`src/rtl/hash_msg_packer_pkg.sv`:
```
// Shared types and constants for the hash message packer and its hasher.
package hash_msg_packer_pkg;

  localparam int MAX_BYTES = 8;
  localparam int LEN_W     = 4;
  localparam int HASH_W    = 32;
  localparam int DATA_W    = 8 * MAX_BYTES;

  localparam logic [HASH_W-1:0] FNV_OFFSET = 32'h811C_9DC5;
  localparam logic [HASH_W-1:0] FNV_PRIME  = 32'h0100_0193;

  typedef enum logic [1:0] {
    ST_IDLE,
    ST_FILL,
    ST_HASH,
    ST_OUT
  } state_t;

endpackage

```
`src/rtl/hash_msg_packer_hasher.sv`:
```
// Combinational FNV-1a style hash over the first data_len bytes, finalised by
// folding in the length so that trailing zero bytes change the result.
module hash_msg_packer_hasher
  import hash_msg_packer_pkg::*;
(
  input  logic [DATA_W-1:0] data,
  input  logic [LEN_W-1:0]  data_len,
  output logic [HASH_W-1:0] hash
);

  always_comb begin
    hash = FNV_OFFSET;
    for (int i = 0; i < MAX_BYTES; i++) begin
      if (i < int'(data_len)) begin
        hash = (hash ^ {{(HASH_W-8){1'b0}}, data[8*i +: 8]}) * FNV_PRIME;
      end
    end
    hash = hash ^ {{(HASH_W-LEN_W){1'b0}}, data_len};
  end

endmodule

```
`src/rtl/hash_msg_packer.sv`:
```
// Packs a byte stream into one 8-byte message, hashes it in a single cycle and
// holds the registered result on a valid/ready port until it is taken.
module hash_msg_packer
  import hash_msg_packer_pkg::*;
#(
  parameter int IDLE_TIMEOUT = 16
) (
  input  logic              clk,
  input  logic              reset_n,
  input  logic [7:0]        in_byte,
  input  logic              in_valid,
  input  logic              in_last,
  output logic              in_ready,
  input  logic              flush,
  output logic [HASH_W-1:0] hash_out,
  output logic [LEN_W-1:0]  len_out,
  output logic              overflow_out,
  output logic              timeout_out,
  output logic              out_valid,
  input  logic              out_ready
);

  localparam int CNT_W = (IDLE_TIMEOUT > 0) ? $clog2(IDLE_TIMEOUT + 1) : 1;
  localparam logic [CNT_W-1:0] CNT_LAST = CNT_W'((IDLE_TIMEOUT > 0) ? IDLE_TIMEOUT - 1 : 0);

  state_t              state;
  logic [DATA_W-1:0]   data;
  logic [LEN_W-1:0]    len;
  logic                ovf;
  logic                tmo;
  logic [CNT_W-1:0]    idle_cnt;
  logic [HASH_W-1:0]   hash_comb;
  logic                accept;

  assign in_ready = (state == ST_IDLE) || (state == ST_FILL);
  assign accept   = in_valid && in_ready;

  hash_msg_packer_hasher u_hasher (
    .data     (data),
    .data_len (len),
    .hash     (hash_comb)
  );

  always_ff @(posedge clk or negedge reset_n) begin
    if (!reset_n) begin
      state        <= ST_IDLE;
      data         <= '0;
      len          <= '0;
      ovf          <= 1'b0;
      tmo          <= 1'b0;
      idle_cnt     <= '0;
      hash_out     <= '0;
      len_out      <= '0;
      overflow_out <= 1'b0;
      timeout_out  <= 1'b0;
      out_valid    <= 1'b0;
    end else begin
      unique case (state)
        ST_IDLE: begin
          ovf      <= 1'b0;
          tmo      <= 1'b0;
          idle_cnt <= '0;
          if (accept) begin
            data  <= {{(DATA_W-8){1'b0}}, in_byte};
            len   <= LEN_W'(1);
            state <= in_last ? ST_HASH : ST_FILL;
          end else begin
            data <= '0;
            len  <= '0;
            if (flush) state <= ST_HASH;
          end
        end
        ST_FILL: begin
          if (accept) begin
            idle_cnt <= '0;
            // Bytes past the eighth are swallowed so the sender never stalls.
            if (len < LEN_W'(MAX_BYTES)) begin
              data[{len[2:0], 3'b000} +: 8] <= in_byte;
              len <= len + LEN_W'(1);
            end else begin
              ovf <= 1'b1;
            end
            if (in_last) state <= ST_HASH;
          end else if ((IDLE_TIMEOUT != 0) && (idle_cnt == CNT_LAST)) begin
            tmo   <= 1'b1;
            state <= ST_HASH;
          end else begin
            idle_cnt <= idle_cnt + CNT_W'(1);
          end
        end
        ST_HASH: begin
          hash_out     <= hash_comb;
          len_out      <= len;
          overflow_out <= ovf;
          timeout_out  <= tmo;
          out_valid    <= 1'b1;
          state        <= ST_OUT;
        end
        ST_OUT: begin
          if (out_ready) begin
            out_valid <= 1'b0;
            state     <= ST_IDLE;
          end
        end
        default: state <= ST_IDLE;
      endcase
    end
  end

endmodule
```
`config.mk`:
```
export PLATFORM = sky130hd
export DESIGN_NAME = hash_msg_packer
export DESIGN_NICKNAME = d
export VERILOG_FILES = /design/src/rtl/hash_msg_packer_pkg.sv /design/src/rtl/hash_msg_packer_hasher.sv /design/src/rtl/hash_msg_packer.sv
export SDC_FILE = /design/constraint.sdc
export NUM_CORES = 2
export LEC_CHECK = 0
export BUFFER_PORTS_ARGS = -buffer_cell sky130_fd_sc_hd__buf_4
export CAP_MARGIN = 20
export CELL_PAD_IN_SITES_DETAIL_PLACEMENT = 0
export CELL_PAD_IN_SITES_GLOBAL_PLACEMENT = 1
export CORE_MARGIN = 2
export CORE_UTILIZATION = 40
export DETAILED_ROUTE_END_ITERATION = 7
export GPL_TIMING_DRIVEN = 0
export PLACE_DENSITY_LB_ADDON = 0.1
export SLEW_MARGIN = 20
export SYNTH_ARGS = -nofsm -noshare
export SYNTH_HDL_FRONTEND = slang
export SYNTH_SLANG_ARGS = --single-unit
```
`constraint.sdc`:
```
create_clock -name clk -period 38.4 [get_ports clk]
set_input_delay 9.6 -clock clk [delete_from_list [all_inputs] [get_ports clk]]
set_output_delay 9.6 -clock clk [all_outputs]
set_load 0.05 [all_outputs]
```
==> run metrics <==
outcome completed; mean area per synthesized cell 8.80 µm²; global-route track usage on met3 under 10%; setup repair after global routing missed its margin no; # rows between 100 and 150; CP required between 30 and 40 ns; Hold Worst Slack 0.507 ns; gr ovfl total 0; highest attainable clock frequency 28.0 MHz; Detailed Route WL approximately 140000 µm; Synth top area share 35.7%; weighted congestion at the end of routability-driven global placement 0.867; detail-routed net length per standard cell roughly 20 µm; cell area after synthesis 49000 µm²; Final Hold Viols 0; worst-margin pin slew 1.17 ns; largest net degree at the start of global routing 91; die outline area 125000 µm²; root buffer selected by CTS clkbuf_16; placeable core region 122000 µm²; I/O Buffers 53; gr busiest metal met2; most common cell in the synthesized netlist inv_1; hold_buf cts 0; cell with the largest stage delay on the worst path xnor2_1; Max stage delay on crit path 0.82 ns; type of origin of the critical path register; Netlist cell types 83; vias in the first global route 38164; initial core utilization 40.3%; number of buffers added for setup after CTS 0; register area share after synthesis 5.92%; antenna violations before repair 5; largest driver fanout on the critical path 10; Antenna Nets Post-Route 0; flops & latches, synth 116; share of layout cells above drive strength 1 3.23%; Worst slew margin about 22%; starting DRC count in detailed routing 1852; minimum period implied by the final worst setup slack 35.67 ns; biggest area consumer among synthesized cells ha_1; Critical Setup Path Class register to register; Die Width 354 µm; data arrival time of the critical path 36.02 ns; number of pins with negative max-slew slack in the final report 0; CTS tree yes; Post-Synthesis Cells 5569; final sum of negative setup slack 0 ns; Critical Path Most Common Cell ha_1; detail-routed via count per cell just over 5; GR Util All Layers between 20% and 30%; most common library cells after synthesis 1408 x inv_1, 1398 x ha_1, 522 x fa_1, 259 x nand2_1, 241 x o21ai_0; wire length of the first global-routing pass 227000 µm; worst min-delay path category register to register; Detailed Routing Iterations Pass 1 6; total clock sinks 116; # IOs 54; height of the die about 350 µm; Synth warnings 0; met2 layer usage reported by global route 41.8%; final setup violation count 0; number of enable-type register cells in the synthesized netlist 0; number of nets in the layout about 7600; total number of vias approximately 37000; flip-flop cell with the highest count after synthesis dfrtp_1; Resize count post-CTS 0; met1 global-route usage roughly 32%; filler instances 12531; H-tree lvl count 4; share of async-settable or async-resettable flops after synthesis 100%; Tcrit/Tclk final 92.9%; Clk Latency, worst-skew pair 0.44 ns; Clock Skews roughly 0.013 ns; Crit. End Element register; Area Growth Syn to Fin 6.65%; count of maximum capacitance violations 0; Num CTS Buffers 17; diodes inserted 0; clock-pin slew on the worst setup and hold paths 0.07 ns; HPWL after detailed placement 127000 µm; maximum buffer depth of the clock tree 2; DRC violations left 0; cells taking the most area after synthesis ha_1 36%, fa_1 21%, inv_1 11%
==> routing by layer <==
layer  share of wire, %  vias to the layer above
met5              0.014                        -
met1                 47                    17967
li1                   -                    18269
met4                1.1                        4
met3                2.3                       80
met2                 49                      433
==> path summary, 6_finish.rpt <==
kind,start,endpoint,slack [ns],cells past startpoint
max reg2reg,len[1],hash_out[31],2.73,130
min,hash_out[23],hash_out[23],0.51,2
max,len[1],hash_out[31],2.73,130
max in group asynchronous,reset_n,data[14],28.62,2
min reg2reg,hash_out[23],hash_out[23],0.51,2
min in group asynchronous,reset_n,hash_out[9],9.01,1
==> layout by cell type (no fill, tap or decap), types with 9 or more instances in the layout <==
| cell type | count |
|---|---|
| fa_1 | 522 |
| and3_1 | 14 |
| a21o_1 | 73 |
| o21bai_1 | 21 |
| ha_1 | 1398 |
| dfrtp_1 | 116 |
| nor2b_1 | 36 |
| nor3b_1 | 10 |
| a21oi_1 | 234 |
| nand2_1 | 259 |
| a21boi_0 | 10 |
| o21ai_0 | 225 |
| o211ai_1 | 16 |
| buf_4 | 59 |
| xor2_1 | 99 |
| mux2i_1 | 17 |
| a31o_2 | 9 |
| nor3_1 | 41 |
| or2_2 | 10 |
| clkbuf_1 | 71 |
| nand3_1 | 99 |
| o31ai_1 | 22 |
| mux2_2 | 40 |
| a31oi_1 | 28 |
| a211oi_1 | 22 |
| xnor2_1 | 222 |
| o22ai_1 | 9 |
| buf_1 | 13 |
| nand2b_1 | 42 |
| nor2_1 | 236 |
| nand4_1 | 13 |
| inv_1 | 1408 |
| o21a_1 | 44 |
| and2_1 | 21 |
| clkbuf_16 | 17 |
| o21ai_1 | 20 |
| or3_1 | 16 |
==> critical path, delay by kind of cell, from the launching register on <==
family                     cells  cell delay [ns]
DFF                            1             0.34
AOI/OAI and AO/OA             20             7.14
buffers and inverters         32             4.25
adders and majority gates     49            17.82
xor gates and xnor gates       9             2.40
and+or+nand+nor               20             3.58
==> state kept, by name, summed over array words and instances, names as in the netlist <==
register	flops
idle_cnt	5
len_out	4
len	4
data	64
timeout_out	1
state	2
ovf	1
hash_out	32
tmo	1
overflow_out	1
out_valid	1
==> logic make-up (layout without fill, tap and decap cells) <==
logic type      after synthesis  in the layout  share of synthesized area (%)
compound gates              825            825                           10.4
mux                          58             58                           1.30
fa+ha+maj                  1920           1920                           57.0
other cells                   1              5                        0.00765
buf+inv                    1494           1591                           11.4
xor+xnor                    332            332                           6.16
simple gates                823            823                           7.74
flops                       116            116                           5.92
==> per-stage QoR <==
stage	area [µm²]	utilization (%)	worst slack, ns	std cells
global route	52300	42.9	1.05	7295
detailed placement	51600	42.4	2.71	7263
global placement	51400	42.3	0.726	7251
finish	52300	42.9	2.73	7295
CTS	52300	42.9	2.54	7295
floorplan	49000	-	8.89	5573
==> area by class of cell <==
class                   count  area [µm²]  share of cell area [%]
flip-flops and latches    116        2900                    5.56
clock inverters            15         184                   0.352
repair buffers             65         522                   0.998
multi-input cells        3963       40600                    77.7
plain buffers              85         320                   0.613
clock buffers              17         425                   0.814
inverters                1409        5290                    10.1
well taps                1625        2030                    3.89
Power is left out: the tool's default activity adds up to more than one toggle a clock period on the data nets, which glitch-free logic cannot reach.
